### config.mk
export PLATFORM = sky130hd
export DESIGN_NAME = lmu_measacc
export DESIGN_NICKNAME = d
export VERILOG_FILES = /design/src/rtl/lmu_measacc.sv
export SDC_FILE = /design/constraint.sdc
export NUM_CORES = 1
export LEC_CHECK = 0
export CORE_ASPECT_RATIO = 0.5
export CORE_MARGIN = 8
export CORE_UTILIZATION = 57
export CTS_CLUSTER_DIAMETER = 150
export DETAILED_ROUTE_END_ITERATION = 16
export MAX_ROUTING_LAYER = met4
export PLACE_DENSITY = 0.86
export SKIP_LAST_GASP = 1
export SLEW_MARGIN = 20
export SYNTH_ARGS = -nofsm -noshare
export SYNTH_HDL_FRONTEND = slang
export SYNTH_SLANG_ARGS = --single-unit
### constraint.sdc
create_clock -name clk -period 6.5 [get_ports clk]
set_input_delay 1.625 -clock clk [delete_from_list [all_inputs] [get_ports clk]]
set_output_delay 1.625 -clock clk [all_outputs]
set_load 0.01 [all_outputs]
### src/rtl/lmu_measacc.sv
`default_nettype none
// ============================================================================
// Module      : lmu_measacc
// Description : Measurement accumulator for logical qubits. Holds NUM_BANK
//               round banks of NUM_LQ parity bits. Accumulate ports XOR
//               measurement bits into the current write bank. acc_close hands
//               that bank to the reader, which reads single bits and then
//               releases (zeroes) the oldest closed bank. A separate register
//               holds the final-measurement value and valid flag for each
//               qubit.
// Ports       : clk, rst              - clock, synchronous active-high reset
//               acc_valid/addr/bit    - per-port XOR accumulate requests
//               acc_close, acc_ready  - close write bank / write bank free
//               rd_req/addr, rd_data(_valid) - registered read, oldest bank
//               rd_release, rd_avail  - free oldest bank / closed bank exists
//               fin_wren/addr/val, fin_clr/clr_addr - final-measurement regs
//               finmeas_val/valid     - per-qubit final result and valid
//               overflow              - sticky: traffic dropped while FULL
// Revision    : 1.0 - initial release
// ============================================================================
module lmu_measacc #(
    parameter int NUM_LQ     = 16,
    parameter int LQADDR_BW  = 4,
    parameter int NUM_WRPORT = 2,
    parameter int NUM_BANK   = 2
) (
    input  logic                            clk,
    input  logic                            rst,
    input  logic [NUM_WRPORT-1:0]           acc_valid,
    input  logic [NUM_WRPORT*LQADDR_BW-1:0] acc_addr,
    input  logic [NUM_WRPORT-1:0]           acc_bit,
    input  logic                            acc_close,
    output logic                            acc_ready,
    input  logic                            rd_req,
    input  logic [LQADDR_BW-1:0]            rd_addr,
    output logic                            rd_data,
    output logic                            rd_data_valid,
    input  logic                            rd_release,
    output logic                            rd_avail,
    input  logic                            fin_wren,
    input  logic [LQADDR_BW-1:0]            fin_addr,
    input  logic                            fin_val,
    input  logic                            fin_clr,
    input  logic [LQADDR_BW-1:0]            fin_clr_addr,
    output logic [NUM_LQ-1:0]               finmeas_val,
    output logic [NUM_LQ-1:0]               finmeas_valid,
    output logic                            overflow
);

    localparam int PTR_BW = (NUM_BANK > 1) ? $clog2(NUM_BANK) : 1;
    localparam int CNT_BW = $clog2(NUM_BANK + 1);
    localparam logic [CNT_BW-1:0] C_CNT_FULL = CNT_BW'(NUM_BANK);

    logic [NUM_LQ-1:0] r_bank [NUM_BANK];
    logic [PTR_BW-1:0] r_wr_ptr;
    logic [PTR_BW-1:0] r_rd_ptr;
    logic [CNT_BW-1:0] r_cnt;
    logic              r_rd_data;
    logic              r_rd_data_valid;
    logic [NUM_LQ-1:0] r_fin_val;
    logic [NUM_LQ-1:0] r_fin_valid;
    logic              r_overflow;

    logic              w_full;
    logic              w_empty;
    logic              w_do_close;
    logic              w_do_rel;
    logic              w_do_rd;
    logic [NUM_LQ-1:0] w_acc_mask;
    logic [NUM_LQ-1:0] w_rd_word;
    logic              w_rd_bit;

    // Bank occupancy is the only state; EMPTY/PARTIAL/FULL fall out of cnt.
    // FULL/EMPTY are taken from the current count, so a release in FULL does
    // not make room for a close in the same cycle.
    assign w_full     = (r_cnt == C_CNT_FULL);
    assign w_empty    = (r_cnt == '0);
    assign w_do_close = acc_close && !w_full;
    assign w_do_rel   = rd_release && !w_empty;
    assign w_do_rd    = rd_req && !w_empty;

    // Fold all ports into one toggle mask: ports hitting the same register
    // cancel pairwise, and out-of-range addresses match no register.
    always_comb begin
        w_acc_mask = '0;
        for (int p = 0; p < NUM_WRPORT; p++) begin
            for (int q = 0; q < NUM_LQ; q++) begin
                if (acc_valid[p] && (acc_addr[p*LQADDR_BW +: LQADDR_BW] == LQADDR_BW'(q)))
                    w_acc_mask[q] = w_acc_mask[q] ^ acc_bit[p];
            end
        end
    end

    // Bit select through a compare loop so rd_addr >= NUM_LQ reads 0.
    always_comb begin
        w_rd_word = r_bank[r_rd_ptr];
        w_rd_bit  = 1'b0;
        for (int q = 0; q < NUM_LQ; q++) begin
            if (rd_addr == LQADDR_BW'(q))
                w_rd_bit = w_rd_word[q];
        end
    end

    // In PARTIAL wr_ptr never equals rd_ptr, and in FULL accumulates are
    // dropped, so a release and an accumulate never target the same bank.
    always_ff @(posedge clk) begin
        if (rst) begin
            for (int b = 0; b < NUM_BANK; b++)
                r_bank[b] <= '0;
        end else begin
            for (int b = 0; b < NUM_BANK; b++) begin
                if (w_do_rel && (r_rd_ptr == PTR_BW'(b)))
                    r_bank[b] <= '0;
                else if (!w_full && (r_wr_ptr == PTR_BW'(b)))
                    r_bank[b] <= r_bank[b] ^ w_acc_mask;
            end
        end
    end

    always_ff @(posedge clk) begin
        if (rst) begin
            r_wr_ptr        <= '0;
            r_rd_ptr        <= '0;
            r_cnt           <= '0;
            r_rd_data       <= 1'b0;
            r_rd_data_valid <= 1'b0;
            r_overflow      <= 1'b0;
        end else begin
            if (w_do_close)
                r_wr_ptr <= r_wr_ptr + 1'b1;
            if (w_do_rel)
                r_rd_ptr <= r_rd_ptr + 1'b1;
            if (w_do_close && !w_do_rel)
                r_cnt <= r_cnt + 1'b1;
            else if (w_do_rel && !w_do_close)
                r_cnt <= r_cnt - 1'b1;
            // Read samples the bank before any same-cycle release clears it.
            r_rd_data_valid <= w_do_rd;
            r_rd_data       <= w_do_rd ? w_rd_bit : 1'b0;
            if (w_full && ((|acc_valid) || acc_close))
                r_overflow <= 1'b1;
        end
    end

    // Final-measurement registers; a write beats a clear on the same entry.
    always_ff @(posedge clk) begin
        if (rst) begin
            r_fin_val   <= '0;
            r_fin_valid <= '0;
        end else begin
            for (int q = 0; q < NUM_LQ; q++) begin
                if (fin_wren && (fin_addr == LQADDR_BW'(q))) begin
                    r_fin_valid[q] <= 1'b1;
                    r_fin_val[q]   <= fin_val;
                end else if (fin_clr && (fin_clr_addr == LQADDR_BW'(q))) begin
                    r_fin_valid[q] <= 1'b0;
                end
            end
        end
    end

    assign acc_ready     = !w_full;
    assign rd_avail      = !w_empty;
    assign rd_data       = r_rd_data;
    assign rd_data_valid = r_rd_data_valid;
    assign finmeas_val   = r_fin_val;
    assign finmeas_valid = r_fin_valid;
    assign overflow      = r_overflow;

endmodule
`default_nettype wire

## Yosys cells after proc, flatten, opt, wreduce, memory -nomap -nowiden

Memory sizes are Yosys's and may differ from the RTL's. A register that Yosys moved wholly into a read port is not among the register bits.
Index checks and enable logic that the tools add are counted.

- Register bits: 39
- Memory bits (writable): 32
- Input bits: 32
- Output and inout port bits: 37
- Logic and storage cells: 352
- Memories kept: 1

- $add $sub $neg: 4
- Equality and inequality tests: 76
- Muxes and demuxes: 104
- Bitwise operators: 25
- Reduce and logical (&&, ||, !) cells: 104

Memory list:

| memory | words | width | rd ports | clocked after memory_dff | wr ports | RTL line | text |
|---|---|---|---|---|---|---|---|
| r_bank | 2 | 16 | 3 | 1 | 2 | 54 | `logic [NUM_LQ-1:0] r_bank [NUM_BANK];` |

Operators by type and width:

| kind | number |
|---|---|
| equality test 4 bit, second input constant | 40 |
| 2-to-1 mux 1 bit | 98 |
| equality test 4 x 3 -> 1 bit, second input constant | 20 |
| logical AND 1 bit | 74 |
| 2-to-1 mux 16 bit | 4 |
| equality test 4 x 2 -> 1 bit, second input constant | 10 |
| nonzero test 2 bit | 17 |
| XOR 16 bit | 2 |
| equality test 4 x 1 -> 1 bit, second input constant | 5 |
| zero test 4 bit | 5 |
| XOR 1 bit | 16 |
| zero test 1 bit | 4 |
| 2-to-1 mux 2 bit | 2 |
| bitwise OR 1 bit | 4 |
| OR reduction 2 bit | 2 |
| inverter 1 bit | 3 |
| adder 1 bit, second input constant | 2 |
| adder 2 x 1 -> 2 bit, second input constant | 1 |
| equality test 2 bit, second input constant | 1 |
| zero test 2 bit | 1 |
| subtractor 2 x 1 -> 2 bit, second input constant | 1 |
| logical OR 1 bit | 1 |

## Logic depth before layout (Yosys ltp)

- Depth in word-level cells: 17
- Gate-level depth with buffers: 8
- Gate-level depth less buffers: 7

## Least setup slack after synthesis

No wires, ideal clock.

- Path type: in2reg
- Start: input rd_release
- End: memory r_bank[0][0], enable pin
- Data arrival time: 2.890 ns
- Path slack: 3.238 ns
- Cell stages on the path: 7
- Path buffers: 1
- Cell sequence: nand2_1 -> inv_1 -> ha_1 -> nor2_1 -> nand3b_1 -> clkbuf_1 -> nand2_1

RTL lines:

| what | RTL line | text |
|---|---|---|
| start, declared | 38 | `input logic rd_release,` |
| end, declared | 54 |  |

==> impl_metrics.toml <==
[status]
status = "finished clean"

[place]
dpl.hpwl_microns = 6770
postPlaceCellArea_sq_um = 4470
place_ws_ps = 2410
port_buffers = 68
gp_congestion = 0.875

[synthesis]
synth_top_area_share_pct = 25.6
ys_seq_area_share_pct = 46.9
synth-xor-area-share_pct = 12.1
synthFlopType = "dfxtp_1"
muxShareOfSynthArea_pct = 6.99
synth-edff-count = 32
syn_area_per_cell_sq_um = 9.40
synth.distinct_cells = 41
ys_top_cells_by_area = "edfxtp_1 (26%), dfxtp_1 (21%), nor2_1 (7.0%), xor2_1 (6.3%), xnor2_1 (5.8%)"
synth_area_sq_um = 3760
synth-simple-area-share_pct = 22.1
syn_inst = 400
synth_fa_ha_area_share_pct = 0.999
synth_top_cell_by_area = "edfxtp_1"
synth_top_family_by_area = "simple AND/OR/NAND/NOR gates"
synthesis.nets = 435
ys_ff_latch = 72
async_flop_share_pct = 0
yosys_warnings = 0
synth_compound_area_share_pct = 8.09

[power]
powerDensity_nw_per_um2 = 310
power.leakage_uw = 0.00167
finalPower_uw = 1480
vdd_drop_max_v = 0.000143

[routing]
antenna_left = 0
avgRoutedWirePerCell_microns = 17.7
dr.pass1.iters = 5
viasPerCell = 5.71
remaining_drc_errors = 0
first_iter_violations = 267
vias = 3174
finalWirelength_microns = 9830

[cells_and_area]
syn2layout_area_growth_pct = 26.9
final-seq-area_sq_um = 1760
final_cell_mix = "nor2_1 (70), clkdlybuf4s50_1 (68), dfxtp_1 (40)"
multi_input_area_sq_um = 1890
fin_nets = 494
final_cell_area_sq_um = 4770
diodes = 0
layout_commonest_cell = "nor2_1"
fillers = 444
drive_gt1_share_pct = 6.03

[sta]
setup_viol = 0
finClkSkew_ps = 2.92
fin_ws_ps = 2600
period_needed_ps = 3900
slew_headroom_pct = 44.2
fin_crit_sh_pct = 60.0
finalSetupTns_ps = 0
rsz0062_at_grt = "false"
worstMarginPinSlew_ps = 835
finalHoldViolCount = 0
holdWs_ps = 461
max_freq_mhz = 256
drv_slew = 0

[clock_tree]
cts_setup_buffers = 0
clock_path_buffers = 2
holdBufCountCts = 0
cts.clk_slew.worst_paths_ps = 60
clock_sinks = 72
cts.repair.resized = 0
cts_tree = "built"
cts_inserted_buffers = 9
cts_max_level = 3
cts-root-buf = "clkbuf_16"
clock_latency_ps = 340

[worst_setup_path]
crit_type = "in2reg"
required_ps = 6470
arrival_ps = 3870
start_kind = "primary input"
cp_max_fo = 17
slowest_stage = "nand2_1"
slowest_delay_ps = 790
cp-end-kind = "flip-flop"
worstPathCellList = "clkdlybuf4s50_1, nand2_1, inv_1, ha_1, nor2_1, nand3b_1, nand2_1"
path_buf_inv = 2
path_delay_family = "simple AND/OR/NAND/NOR gates"
crit_path_frequent_cell = "nand2_1"

[run]
drv_cap = 0

[floorplanning]
die_w_microns = 131
ios = 69
core-area_sq_um = 6540
die-area_sq_um = 9610
start_util_pct = 57.4
die_y_microns = 73.4
fp-row-count = 21

[global_route]
grtUsageTotal_pct = 21.3
grt_pass1_vias = 3073
grt_max_degree = 42
grt_pass1_wl_microns = 15400
grt.overflow.total = 0
grt_antenna_before_repair = 0

[hold_path]
hold_path.class = "reg2reg"
## metal layers
| layer | up-vias | GRT usage (%) | part of all wire (%) |
|---|---|---|---|
| met5 | - | - | 0 |
| met4 | 0 | 8.58 | 1.9 |
| met3 | 25 | 4.56 | 6.3 |
| met2 | 151 | 34.7 | 47 |
| met1 | 1495 | 25.6 | 45 |
| li1 | 1503 | - | - |
## Yosys cell counts (2+ instances only)
cell,number
mux2_2,2
nand4_1,2
dfxtp_1,40
inv_1,4
nand3b_1,5
a21oi_1,29
nand2_1,37
mux4_1,4
nand4b_1,4
nand3_1,24
o21ai_0,18
mux2i_1,9
xnor2_1,25
edfxtp_1,32
nor2_1,70
or2_2,2
and3b_1,2
xor2_1,27
ha_1,3
and4bb_2,2
mux4_2,2
clkbuf_1,18
nor3_1,9
nor2b_1,3
nand2b_1,10
a31oi_1,2
## where the power goes
part,switching [uW],leakage [uW],internal [uW]
clock network,206,0.000145,286
logic,175,0.000860,162
registers,74.7,0.000669,576
total,456,0.00167,1020
## registers in the layout, indices dropped and copies added (netlist names), named ones only
name and count:
r_wr_ptr 1, rd_data 1, finmeas_val 16, overflow 1, r_rd_ptr 1, r_bank 32
finmeas_valid 16, r_cnt 2, rd_data_valid 1
## layout make-up
class | count | share of cell area [%]
timing repair buffer | 69 | 14.4
inverter | 4 | 0.315
clock inverter | 6 | 1.02
clock buffer | 10 | 5.25
sequential | 72 | 36.9
multi-input combinational | 303 | 39.7
tap | 92 | 2.41
## worst paths after layout
path / start / end / slack (ps) / cells past startpoint
setup reg to reg: r_cnt[1] / r_bank[0][15] / 3620 / 7
hold reg to reg: finmeas_val[2] / finmeas_val[2] / 460 / 2
setup / recovery: rd_release / r_bank[0][15] / 2600 / 7
hold / removal: finmeas_val[2] / finmeas_val[2] / 460 / 2
## metrics by stage
stage | std cells | util [%]
floorplan | 400 | -
global placement | 540 | 68.3
detailed placement | 540 | 68.3
CTS | 556 | 72.9
global route | 556 | 72.9
finish | 556 | 72.9
## tightest hold or removal path, delay by kind of cell (launching register included)
family	cells	cell delay, ps
AO/OA/AOI/OAI	1	50
flip-flops	1	310
AND/OR/NAND/NOR	1	50
## cells by family (layout without fill, tap and decap cells)
| logic type | count (synthesis) | count (layout) |
|---|---|---|
| fa+ha+maj | 3 | 3 |
| flops | 72 | 72 |
| compound gates | 55 | 55 |
| simple gates | 176 | 176 |
| mux | 17 | 17 |
| xor+xnor | 52 | 52 |
| buf+inv | 25 | 89 |
(Power assumes the default switching activity.)
